==> src/rtl/prf_read_arbiter_pkg.sv <==
// Shared definitions for the PRF read-port arbiter slice.
//   NUM_PREGS : number of physical registers in the core
//   ZERO_PREG : hard-wired zero physical register
//   preg_t    : physical register index type
package prf_read_arbiter_pkg;

  localparam int unsigned NUM_PREGS = 64;
  localparam int unsigned ZERO_PREG = 0;

  typedef logic [$clog2(NUM_PREGS)-1:0] preg_t;

endpackage

==> src/rtl/prf_read_arbiter_rr_arbiter.sv <==
// Round-robin arbiter, reusable for any shared port.
//   req     : per-requester request vector
//   ptr     : highest-priority requester this cycle
//   en      : arbitration enable (no grant when low)
//   gnt     : one-hot grant
//   gnt_idx : index of the granted requester (ptr when nothing granted)
//   any     : a grant was issued
module rr_arbiter #(
  parameter int unsigned N     = 3,
  parameter int unsigned IDX_W = (N > 1) ? $clog2(N) : 1
) (
  input  logic [N-1:0]     req,
  input  logic [IDX_W-1:0] ptr,
  input  logic             en,
  output logic [N-1:0]     gnt,
  output logic [IDX_W-1:0] gnt_idx,
  output logic             any
);

  // Walk the requesters starting at ptr, wrapping modulo N; first hit wins.
  always_comb begin
    logic [IDX_W-1:0] idx;
    gnt     = '0;
    gnt_idx = ptr;
    any     = 1'b0;
    idx     = '0;
    for (int unsigned off = 0; off < N; off++) begin
      idx = IDX_W'((32'(ptr) + off) % N);
      if (en && !any && req[idx]) begin
        any      = 1'b1;
        gnt[idx] = 1'b1;
        gnt_idx  = idx;
      end
    end
  end

endmodule

==> src/rtl/prf_read_arbiter.sv <==
// Shares the PRF src1/src2 read-port pair between NUM_REQ issue lanes.
// Round-robin grant, PRF read addressing, writeback forwarding and a
// single registered response with valid/ready handshake.
//   req_valid/req_src1/req_src2 : per-lane read requests (lane i at [i*PREG_W +: PREG_W])
//   req_ready                   : one-hot grant, request accepted this cycle
//   prf_src{1,2}_reg/_val       : PRF read address out, combinational data in
//   wb_valid/wb_preg/wb_data    : same-cycle PRF writeback, forwarded into captures
//   resp_*                      : registered response, one per grant
module prf_read_arbiter
  import prf_read_arbiter_pkg::*;
#(
  parameter int unsigned NUM_REQ = 3,
  parameter int unsigned PREG_W  = $bits(preg_t),
  parameter int unsigned ID_W    = $clog2(NUM_REQ)
) (
  input  logic                      clk,
  input  logic                      rst_n,
  input  logic [NUM_REQ-1:0]        req_valid,
  input  logic [NUM_REQ*PREG_W-1:0] req_src1,
  input  logic [NUM_REQ*PREG_W-1:0] req_src2,
  output logic [NUM_REQ-1:0]        req_ready,
  output logic [PREG_W-1:0]         prf_src1_reg,
  output logic [PREG_W-1:0]         prf_src2_reg,
  input  logic [31:0]               prf_src1_val,
  input  logic [31:0]               prf_src2_val,
  input  logic                      wb_valid,
  input  logic [PREG_W-1:0]         wb_preg,
  input  logic [31:0]               wb_data,
  output logic                      resp_valid,
  output logic [ID_W-1:0]           resp_id,
  output logic [31:0]               resp_src1_val,
  output logic [31:0]               resp_src2_val,
  input  logic                      resp_ready
);

  logic [ID_W-1:0]    rr_ptr;
  logic               can_accept;
  logic               grant_any;
  logic [ID_W-1:0]    gnt_idx;
  logic [NUM_REQ-1:0] gnt;
  logic [PREG_W-1:0]  lane_src1 [NUM_REQ];
  logic [PREG_W-1:0]  lane_src2 [NUM_REQ];
  logic [PREG_W-1:0]  sel_src1;
  logic [PREG_W-1:0]  sel_src2;
  logic [31:0]        op1;
  logic [31:0]        op2;

  // Zero register wins over forwarding; forwarding wins over the PRF read.
  function automatic logic [31:0] pick_operand(
    input logic [PREG_W-1:0] preg,
    input logic [31:0]       prf_val,
    input logic              fwd_valid,
    input logic [PREG_W-1:0] fwd_preg,
    input logic [31:0]       fwd_data
  );
    logic [31:0] val;
    if (preg == PREG_W'(ZERO_PREG))
      val = '0;
    else if (fwd_valid && fwd_preg == preg)
      val = fwd_data;
    else
      val = prf_val;
    return val;
  endfunction

  always_comb begin
    for (int unsigned i = 0; i < NUM_REQ; i++) begin
      lane_src1[i] = req_src1[i*PREG_W +: PREG_W];
      lane_src2[i] = req_src2[i*PREG_W +: PREG_W];
    end
  end

  assign can_accept = !resp_valid || resp_ready;

  // Gating with rst_n keeps every combinational output at 0 during reset.
  rr_arbiter #(
    .N     (NUM_REQ),
    .IDX_W (ID_W)
  ) u_rr_arbiter (
    .req     (req_valid),
    .ptr     (rr_ptr),
    .en      (can_accept && rst_n),
    .gnt     (gnt),
    .gnt_idx (gnt_idx),
    .any     (grant_any)
  );

  assign req_ready = gnt;

  // gnt_idx falls back to rr_ptr with no grant, giving a deterministic address.
  assign sel_src1     = lane_src1[gnt_idx];
  assign sel_src2     = lane_src2[gnt_idx];
  assign prf_src1_reg = rst_n ? sel_src1 : '0;
  assign prf_src2_reg = rst_n ? sel_src2 : '0;

  assign op1 = pick_operand(sel_src1, prf_src1_val, wb_valid, wb_preg, wb_data);
  assign op2 = pick_operand(sel_src2, prf_src2_val, wb_valid, wb_preg, wb_data);

  always_ff @(posedge clk or negedge rst_n) begin
    if (!rst_n) begin
      rr_ptr        <= '0;
      resp_valid    <= 1'b0;
      resp_id       <= '0;
      resp_src1_val <= '0;
      resp_src2_val <= '0;
    end else if (grant_any) begin
      rr_ptr        <= ID_W'((32'(gnt_idx) + 32'd1) % NUM_REQ);
      resp_valid    <= 1'b1;
      resp_id       <= gnt_idx;
      resp_src1_val <= op1;
      resp_src2_val <= op2;
    end else if (resp_ready) begin
      resp_valid <= 1'b0;
    end
  end

endmodule

==> config.mk <==
export PLATFORM = sky130hd
export DESIGN_NAME = prf_read_arbiter
export DESIGN_NICKNAME = d
export VERILOG_FILES = /design/src/rtl/prf_read_arbiter_pkg.sv /design/src/rtl/prf_read_arbiter_rr_arbiter.sv /design/src/rtl/prf_read_arbiter.sv
export SDC_FILE = /design/constraint.sdc
export NUM_CORES = 1
export LEC_CHECK = 0
export ABC_CLOCK_PERIOD_IN_PS = 4700
export CORE_UTILIZATION = 43
export CTS_CLUSTER_SIZE = 30
export DETAILED_ROUTE_END_ITERATION = 8
export PLACE_DENSITY = 0.91
export SLEW_MARGIN = 40
export SYNTH_ARGS = -nofsm -noshare
export SYNTH_HDL_FRONTEND = slang
export SYNTH_SLANG_ARGS = --single-unit
==> constraint.sdc <==
create_clock -name clk -period 4.7 [get_ports clk]
set_input_delay 0.47 -clock clk [delete_from_list [all_inputs] [get_ports clk]]
set_output_delay 0.47 -clock clk [all_outputs]
set_load 0.02 [all_outputs]
==> results of run 1 <==
==> stage by stage <==
step,area [µm²],power (µW),hold slack [ns],worst slack (ns),std cells
2_1_floorplan,5180,3320,0.174,1.16,623
3_3_place_gp,7460,4550,0.299,0.512,942
3_5_place_dp,7460,4610,0.298,0.440,942
4_1_cts,7780,5330,0.493,0.212,959
5_1_grt,7790,5680,0.510,0.0812,959
6_report,7790,5370,0.488,0.241,959
==> how the worst max path moves through the flow <==
stage | from | to | slack (ns) | cells after the start
after CTS | rr_ptr[0] | prf_src2_reg[4] | 0.21 | 10
after floorplan | rr_ptr[0] | resp_src1_val[0] | 1.16 | 14
final | rr_ptr[0] | prf_src1_reg[4] | 0.24 | 11
after detailed placement | req_valid[0] | resp_src1_val[17] | 0.44 | 12
after global routing | rr_ptr[0] | prf_src1_reg[0] | 0.08 | 11
after global placement | req_valid[0] | resp_src1_val[20] | 0.51 | 12
==> worst max-delay path: stages, from the launching register on <==
cell and delay (ns):
dfrtp_1 0.38, inv_1 0.09, ha_1 0.49, mux2i_1 0.22, o21a_1 0.33, o21ai_0 0.24
a2bb2oi_1 0.30, buf_4 0.23, o211ai_2 0.16, o211ai_1 0.43, and2_1 0.19, clkdlybuf4s50_1 0.60
==> cell type report <==
type | count | area share (%)
multi-input cells | 479 | 40.2
repair buffers | 243 | 31.0
clock inverters | 6 | 0.899
well taps | 143 | 2.30
flip-flops and latches | 69 | 22.2
inverters | 9 | 0.433
clock buffers | 10 | 3.07
==> power by group <==
part           internal, µW  leakage (µW)  switching [µW]
registers               877      0.000859             167
logic                  1420       0.00217            2210
clock network           428      0.000141             269
==> Yosys cell counts (2+ instances only) <==
cell type | n | share of area, %
buf_6 | 10 | 2.2
nand4_1 | 65 | 7.9
o41ai_1 | 2 | 0.34
nor2b_1 | 6 | 0.73
and2_1 | 38 | 4.6
mux2_4 | 2 | 0.58
inv_1 | 9 | 0.65
nand3_1 | 98 | 9.5
mux2i_1 | 2 | 0.39
o211ai_1 | 7 | 1.0
o211a_1 | 5 | 0.97
a21o_1 | 34 | 4.9
a221oi_1 | 2 | 0.34
mux2_2 | 2 | 0.44
a21boi_0 | 3 | 0.44
nand2b_1 | 2 | 0.24
o2111ai_1 | 39 | 6.6
nor2_1 | 6 | 0.44
nand3b_1 | 2 | 0.29
ha_1 | 4 | 0.97
dfrtp_1 | 69 | 33
buf_1 | 2 | 0.15
o221ai_1 | 5 | 0.85
a211oi_1 | 3 | 0.44
o2111a_1 | 6 | 1.3
nor3_1 | 3 | 0.29
o21ai_1 | 2 | 0.19
xnor2_1 | 5 | 0.85
o21ai_0 | 9 | 0.87
xor2_1 | 3 | 0.51
a22oi_1 | 2 | 0.29
o21a_1 | 3 | 0.44
a21oi_1 | 4 | 0.39
or4_1 | 3 | 0.44
nand2_1 | 83 | 6.0
a221o_1 | 2 | 0.39
and3_1 | 2 | 0.24
a31oi_1 | 2 | 0.24
clkbuf_1 | 41 | 3.0
buf_2 | 13 | 1.3
==> layer usage <==
layer | GRT usage, % | wire length [µm] | up-vias
li1 | - | - | 2737
met1 | 38.9 | 7490 | 2834
met4 | 13.2 | 653 | 0
met3 | 6.64 | 1870 | 54
met5 | 0 | 0 | -
met2 | 47.4 | 8850 | 372
==> sequential cells by signal, summed over array words and instances (netlist names) <==
name	cells
resp_src1_val	32
resp_id	2
resp_valid	1
resp_src2_val	32
rr_ptr	2
==> kinds of logic after synthesis <==
logic type / share of synthesized area (%)
buffers and inverters: 7.20
XOR/XNOR: 1.35
adder cells (fa/ha/maj): 0.967
AND/OR/NAND/NOR: 32.1
flip-flops: 33.4
multiplexers: 1.67
AO/OA/AOI/OAI: 23.3
==> timing repair <==
item                                    4_1_cts  5_1_grt
hold endpoints to repair                      3        0
resized for setup                             0        3
endpoints found under the setup margin        0        5
hold buffers                                  1        0
==> flow_metrics.env, run 1 <==
export IMPL_grt_pass1_wl_um=29900
export IMPL_fin_skew_ns=0.0107
export IMPL_drcViolationCount=19
export IMPL_yosys_cell_types_count=63
export IMPL_regArea_mm2=0.00173
export IMPL_multiInputGateArea_mm2=0.00313
export IMPL_clk_latency_ns=0.33
export IMPL_cts_buffers=9
export IMPL_fin_crit_ns=4.46
export IMPL_wl_um=18900
export IMPL_hold_violations=0
export IMPL_async_flop_share_pct=100
export IMPL_power_density_mw_per_mm2=689
export IMPL_track_usage_pct=29.8
export IMPL_firstDrtPassIters=7
export IMPL_postLayoutCoreUtil_pct=67.4
export IMPL_num_vias=5997
export IMPL_port_buffers=226
export IMPL_dpl_hpwl_um=13000
export IMPL_power_leakage_uw=0.00317
export IMPL_cp_end_kind="output pin"
export IMPL_drtIter0Drc=741
export IMPL_avgSynthCellArea_um2=8.31
export IMPL_ir_worst_vdd_mv=0.290
export IMPL_ys_ff_latch=69
export IMPL_globalplace_congestion=1.00
export IMPL_failed_checks="DRC"
export IMPL_post_cts_repair_setup_buffers=0
export IMPL_ys_warn_count=0
export IMPL_root_buffer="clkbuf_16"
export IMPL_hp_start="resp_src1_val[28]"
export IMPL_grt_max_degree=99
export IMPL_die_area_mm2=0.0125
export IMPL_syn_to_final_growth_pct=50.6
export IMPL_r2r_end="resp_src2_val[28]"
export IMPL_hold_path_class="flop to flop"
export IMPL_worstSetupPathType="flop to output pin"
export IMPL_clockBufferDepth=2
export IMPL_finalMaxSlewViolations=0
export IMPL_finalSetupViolations=0
export IMPL_io_pin_count=227
export IMPL_synthesis_nets=772
export IMPL_post_route_period_util_pct=94.9
export IMPL_worstSetupStartpointType="flop"
export IMPL_r2r_setup_slack_ns=0.53
export IMPL_overflow=0
export IMPL_arrival_ns=3.99
export IMPL_fmax_ghz=0.224
export IMPL_cap_violations=0
export IMPL_yosysSeqAreaShare_pct=33.4
export IMPL_mostFrequentLayoutCells="clkdlybuf4s50_1 (225), nand3_1 (98), nand2_1 (81)"
export IMPL_path_max_fanout=10
export IMPL_worst_slew_margin_rel_pct=51.2
export IMPL_grt_pass1_vias=5768
export IMPL_whs_endpoint="resp_src1_val[28]"
export IMPL_r2r_start="rr_ptr[0]"
export IMPL_start_util_pct=44.8
export IMPL_min_path_cells=2
export IMPL_required_ns=4.23
export IMPL_drive_above_1_share_pct=6.86
export IMPL_final_common_cell="clkdlybuf4s50_1"
export IMPL_wl_per_cell_um=19.7
export IMPL_core_mm2=0.0116
export IMPL_nFillCells=927
export IMPL_htreeDepth=3
export IMPL_synth_cells=623
export IMPL_clock_sinks=69
export IMPL_diodes=0
export IMPL_synth_edf_count=0
export IMPL_worst_pin_slew_ns=0.723
export IMPL_antenna_found_initial=0
export IMPL_die_width_um=112
export IMPL_fp_row_count=39
export IMPL_tritoncts="done"
export IMPL_vias_per_cell=6.25
export IMPL_clk_pin_slew_ns=0.06
export IMPL_synth_flop_cell="dfrtp_1"
export IMPL_rsz0062_at_grt="false"
export IMPL_die_h_um=112
export IMPL_nets=960
export IMPL_status="finished, violations left"
export IMPL_netlist_area_mm2=0.00518
export IMPL_ff2ff_path_depth=14
export IMPL_tns_ns=0
export IMPL_ant_nets=0
(Power assumes the default switching activity.)
==> run 2, diff against run 1 <==
--- a/config.mk
+++ b/config.mk
@@ -9,6 +9,7 @@
 export CORE_UTILIZATION = 43
 export CTS_CLUSTER_SIZE = 30
 export DETAILED_ROUTE_END_ITERATION = 8
+export GPL_ROUTABILITY_DRIVEN = 0
 export PLACE_DENSITY = 0.91
 export SLEW_MARGIN = 40
 export SYNTH_ARGS = -nofsm -noshare
==> run 2 against run 1 <==
The flow still finishes with violations (DRC). Setup slack worse by 0.059 ns. Utilization down 0.53 points. Die area unchanged.
==> flow_metrics.env, run 2 (synthesized netlist as in run 1, its figures left out) <==
export IMPL_start_util_pct=44.8
export IMPL_cap_violations=0
export IMPL_failed_checks="DRC"
export IMPL_fin_ws_ns=0.182
export IMPL_path_max_fanout=11
export IMPL_worstSetupPathType="flop to output pin"
export IMPL_dpl_hpwl_um=12700
export IMPL_rsz0062_at_grt="true"
export IMPL_grt_pass1_vias=5626
export IMPL_post_route_period_util_pct=96.1
export IMPL_fin_crit_ns=4.52
export IMPL_core_mm2=0.0116
export IMPL_htreeDepth=3
export IMPL_final_common_cell="clkdlybuf4s50_1"
export IMPL_cp_end_kind="output pin"
export IMPL_drive_above_1_share_pct=6.50
export IMPL_clk_latency_ns=0.33
export IMPL_syn_to_final_growth_pct=49.4
export IMPL_root_buffer="clkbuf_16"
export IMPL_finalSetupViolations=0
export IMPL_nFillCells=954
export IMPL_power_density_mw_per_mm2=683
export IMPL_post_cts_resized=0
export IMPL_finalMaxSlewViolations=0
export IMPL_track_usage_pct=28.8
export IMPL_fin_skew_ns=0.00996
export IMPL_vias_per_cell=6.14
export IMPL_die_width_um=112
export IMPL_fp_row_count=39
export IMPL_post_cts_repair_setup_buffers=0
export IMPL_firstDrtPassIters=7
export IMPL_clock_sinks=69
export IMPL_clockBufferDepth=2
export IMPL_grt_pass1_wl_um=29000
export IMPL_fmax_ghz=0.221
export IMPL_power_leakage_uw=0.00316
export IMPL_nets=960
export IMPL_num_vias=5893
export IMPL_required_ns=4.23
export IMPL_hold_path_class="primary input to async pin"
export IMPL_hold_ws_ns=0.106
export IMPL_mostFrequentLayoutCells="clkdlybuf4s50_1 (225), nand3_1 (98), nand2_1 (81)"
export IMPL_port_buffers=226
export IMPL_reg_largest_list="resp_src1_val x32, resp_src2_val x32"
export IMPL_tritoncts="done"
export IMPL_overflow=0
export IMPL_antenna_found_initial=0
export IMPL_wl_per_cell_um=18.9
export IMPL_worst_pin_slew_ns=0.795
export IMPL_clk_pin_slew_ns=0.06
export IMPL_ir_worst_vdd_mv=0.297
export IMPL_hold_buffers=0
export IMPL_wl_um=18100
export IMPL_die_area_mm2=0.0125
export IMPL_drcViolationCount=19
export IMPL_io_pin_count=227
export IMPL_diodes=0
export IMPL_grt_max_degree=65
export IMPL_die_h_um=112
export IMPL_status="finished, violations left"
export IMPL_arrival_ns=4.05
export IMPL_pre_cts_slack_ns=0.550
export IMPL_drtIter0Drc=543
export IMPL_hold_violations=0
export IMPL_postLayoutCoreUtil_pct=66.9
export IMPL_cts_buffers=9
export IMPL_worst_slew_margin_rel_pct=46.8
export IMPL_ant_nets=0
export IMPL_worstSetupStartpointType="flop"
==> run 2: cell type report <==
class                           instances  area (µm²)  area share, %
Sequential cell                        69        1730           22.3
Timing Repair Buffer                  243        2410           31.2
Clock inverter                          4        23.8          0.307
Multi-Input combinational cell        479        3110           40.2
Inverter                                9        33.8          0.437
Clock buffer                           12         246           3.19
Tap cell                              143         179           2.31
==> run 2: worst max-delay path, stage by stage (launching register included) <==
cell and delay, ns:
dfrtp_1 0.37, inv_1 0.10, ha_1 0.50, mux2i_1 0.35, o21ai_2 0.16, nor4_4 0.40
and2b_1 0.39, o211ai_2 0.21, o211ai_1 0.45, and2_1 0.20, clkdlybuf4s50_1 0.60
==> run 2: per-stage QoR <==
step | TNS [ns] | std cells | power (µW) | area (µm²)
after global placement | 0 | 943 | 4570 | 7460
after detailed placement | 0 | 943 | 4630 | 7460
after global routing | -0.0271 | 959 | 5590 | 7730
after CTS | 0 | 959 | 5270 | 7730
after floorplan | 0 | 623 | 3320 | 5180
final | 0 | 959 | 5280 | 7730
==> run 2: report_power, final <==
group / switching [µW] / internal, µW
logic: 2180 / 1430
registers: 167 / 878
clock network: 252 / 370
==> run 2: path summary, 6_finish.rpt <==
| path | end | slack [ns] | cells after the start | start |
|---|---|---|---|---|
| hold reg to reg | resp_src1_val[1] | 0.49 | 2 | resp_src1_val[1] |
| hold / removal | resp_id[1] | 0.11 | 1 | rst_n |
| max in group asynchronous | resp_src1_val[0] | 3.64 | 2 | rst_n |
| setup reg to reg | resp_src1_val[30] | 0.52 | 13 | rr_ptr[0] |
| min in group clk | resp_src1_val[1] | 0.49 | 2 | resp_src1_val[1] |
| setup / recovery | prf_src1_reg[4] | 0.18 | 10 | rr_ptr[0] |
==> run 2: per-layer routing <==
| layer | wire length (µm) | GRT usage [%] | vias to the layer above |
|---|---|---|---|
| met4 | 483 | 10.5 | 0 |
| met3 | 1810 | 5.28 | 38 |
| met2 | 8450 | 46.5 | 361 |
| met5 | 0 | 0 | - |
| met1 | 7370 | 38.6 | 2744 |
| li1 | - | - | 2750 |
==> run 3, diff against run 2 <==
--- a/config.mk
+++ b/config.mk
@@ -6,11 +6,12 @@
 export NUM_CORES = 1
 export LEC_CHECK = 0
 export ABC_CLOCK_PERIOD_IN_PS = 4700
-export CORE_UTILIZATION = 43
+export CORE_UTILIZATION = 49
 export CTS_CLUSTER_SIZE = 30
 export DETAILED_ROUTE_END_ITERATION = 8
+export DONT_BUFFER_PORTS = 1
 export GPL_ROUTABILITY_DRIVEN = 0
-export PLACE_DENSITY = 0.91
+export PLACE_DENSITY = 0.73
 export SLEW_MARGIN = 40
 export SYNTH_ARGS = -nofsm -noshare
 export SYNTH_HDL_FRONTEND = slang
==> run 3 against run 2 <==
The flow now finishes without violations. Non-clock buffer count is 230 lower. Clock skew hardly changed. Register-to-register slack worse by 0.06 ns. Setup slack better by 0.28 ns. Global-route usage is 0.70 points higher. Worst hold slack better by 0.17 ns. Via count is 13% lower. Die area is 12% lower. Sequential power is 38% higher. Highest routed layer unchanged. Largest power group unchanged. Routed wire length is 10% lower.
==> flow_metrics.env, run 3 (synthesized netlist as in run 1, its figures left out) <==
export IMPL_power_leakage_uw=0.00223
export IMPL_clk_latency_ns=0.34
export IMPL_finalMaxSlewViolations=0
export IMPL_r2r_start="rr_ptr[0]"
export IMPL_ir_worst_vdd_mv=0.372
export IMPL_root_buffer="clkbuf_8"
export IMPL_hold_violations=0
export IMPL_hp_start="prf_src2_val[20]"
export IMPL_firstDrtPassIters=9
export IMPL_cp_end_kind="flop"
export IMPL_grt_max_degree=99
export IMPL_startpoint="rr_ptr[0]"
export IMPL_worstSetupPathType="flop to flop"
export IMPL_cap_violations=0
export IMPL_required_ns=4.98
export IMPL_status="finished clean"
export IMPL_drcViolationCount=0
export IMPL_dpl_hpwl_um=11200
export IMPL_port_buffers=0
export IMPL_fmax_ghz=0.236
export IMPL_post_cts_resized=0
export IMPL_wl_per_cell_um=22.5
export IMPL_r2r_setup_slack_ns=0.46
export IMPL_post_route_period_util_pct=90.1
export IMPL_hold_ws_ns=0.279
export IMPL_final_area_mm2=0.00538
export IMPL_hold_path_class="primary input to flop"
export IMPL_drive_above_1_share_pct=8.02
export IMPL_die_h_um=105
export IMPL_wl_um=16200
export IMPL_arrival_ns=4.51
export IMPL_tns_ns=0
export IMPL_clockBufferDepth=2
export IMPL_rsz0062_at_grt="false"
export IMPL_final_common_cell="nand3_1"
export IMPL_die_area_mm2=0.0110
export IMPL_power_density_mw_per_mm2=803
export IMPL_syn_to_final_growth_pct=3.96
export IMPL_worstSetupStartpointType="flop"
export IMPL_place_area_mm2=0.00515
export IMPL_hold_buffers=2
export IMPL_num_vias=5104
export IMPL_core_mm2=0.0103
export IMPL_nets=730
export IMPL_drtIter0Drc=591
export IMPL_ff2ff_path_depth=13
export IMPL_path_max_fanout=64
export IMPL_fin_skew_ns=0.00982
export IMPL_io_pin_count=227
export IMPL_ant_nets=0
export IMPL_post_cts_repair_setup_buffers=0
export IMPL_mostFrequentLayoutCells="nand3_1 (98), nand2_1 (81), dfrtp_1 (69)"
export IMPL_vias_per_cell=7.07
export IMPL_die_width_um=105
export IMPL_track_usage_pct=29.5
export IMPL_htreeDepth=3
export IMPL_worst_pin_slew_ns=0.691
export IMPL_fp_row_count=37
export IMPL_worst_slew_margin_rel_pct=53.8
export IMPL_diodes=0
export IMPL_endpoint="resp_src1_val[14]"
export IMPL_r2r_end="resp_src1_val[14]"
export IMPL_reg_largest_list="resp_src1_val x32, resp_src2_val x32"
export IMPL_grt_pass1_wl_um=25900
export IMPL_tritoncts="done"
export IMPL_start_util_pct=50.4
export IMPL_clock_sinks=69
export IMPL_clk_pin_slew_ns=0.07
export IMPL_antenna_found_initial=0
export IMPL_grt_pass1_vias=4846
export IMPL_cts_buffers=9
export IMPL_overflow=0
export IMPL_finalSetupViolations=0
export IMPL_postLayoutCoreUtil_pct=52.4
export IMPL_fin_crit_ns=4.24
run 3: changes by cell type in the layout (fill, tap and decap cells not counted):
| cell | delta |
|---|---|
| clkbuf_8 | +8 |
| buf_4 | -8 |
| buf_16 | +1 |
| buf_6 | +1 |
| clkdlybuf4s50_1 | -225 |
| bufinv_16 | +1 |
| clkinv_2 | -1 |
| a2bb2oi_2 | +1 |
| clkbuf_1 | +1 |
| clkbuf_16 | -9 |
| a2bb2oi_1 | -1 |
| dlygate4sd3_1 | +1 |
run 3: per-stage QoR:
step | std cells | power [µW] | setup WS, ns
final | 722 | 4320 | 0.464
after global routing | 722 | 4600 | 0.128
after CTS | 722 | 4290 | 0.329
after detailed placement | 704 | 3790 | 0.326
after global placement | 704 | 3700 | 0.536
after floorplan | 623 | 3320 | 1.16
run 3: worst min path at each step:
stage / slack (ns) / endpoint / depth (start not counted)
after floorplan: 0.17 / resp_id[0] / 0
after global placement: 0.18 / resp_src1_val[6] / 0
after detailed placement: 0.18 / resp_src1_val[6] / 0
after CTS: 0.26 / resp_src2_val[20] / 2
after global routing: 0.27 / resp_src2_val[20] / 2
final: 0.28 / resp_src2_val[20] / 2
run 3: layout make-up:
type                    instances  area [µm²]
flip-flops and latches         69        1730
multi-input cells             479        3120
repair buffers                 13         149
clock inverters                 4        48.8
clock buffers                  12         135
well taps                     136         170
inverters                       9        33.8
fillers                       980        4900
run 3: critical path, cell delays in order, from the launching register on:
cell and delay [ns]:
dfrtp_1 0.38, inv_1 0.09, ha_1 0.47, or3b_1 0.38, a211oi_1 0.25, a21oi_1 0.13
o2bb2ai_2 0.50, nand2_2 0.28, mux2_4 0.39, a221o_1 0.34, a221oi_4 0.33, buf_12 0.28
nand4_1 0.17, nand3_1 0.13
run 3: routing by layer:
metal | GRT usage (%) | wire length (µm) | up-vias
met5 | 0 | 0 | -
met4 | 13.4 | 618 | 0
met3 | 7.92 | 1780 | 51
met2 | 46.7 | 7540 | 347
met1 | 37.7 | 6300 | 2423
li1 | - | - | 2283
run 3: where the power goes:
part / leakage, µW / switching, µW / internal (µW)
clock: 0.0000943 / 226 / 245
sequential: 0.000859 / 558 / 873
combinational: 0.00128 / 1660 / 759
total: 0.00223 / 2450 / 1880
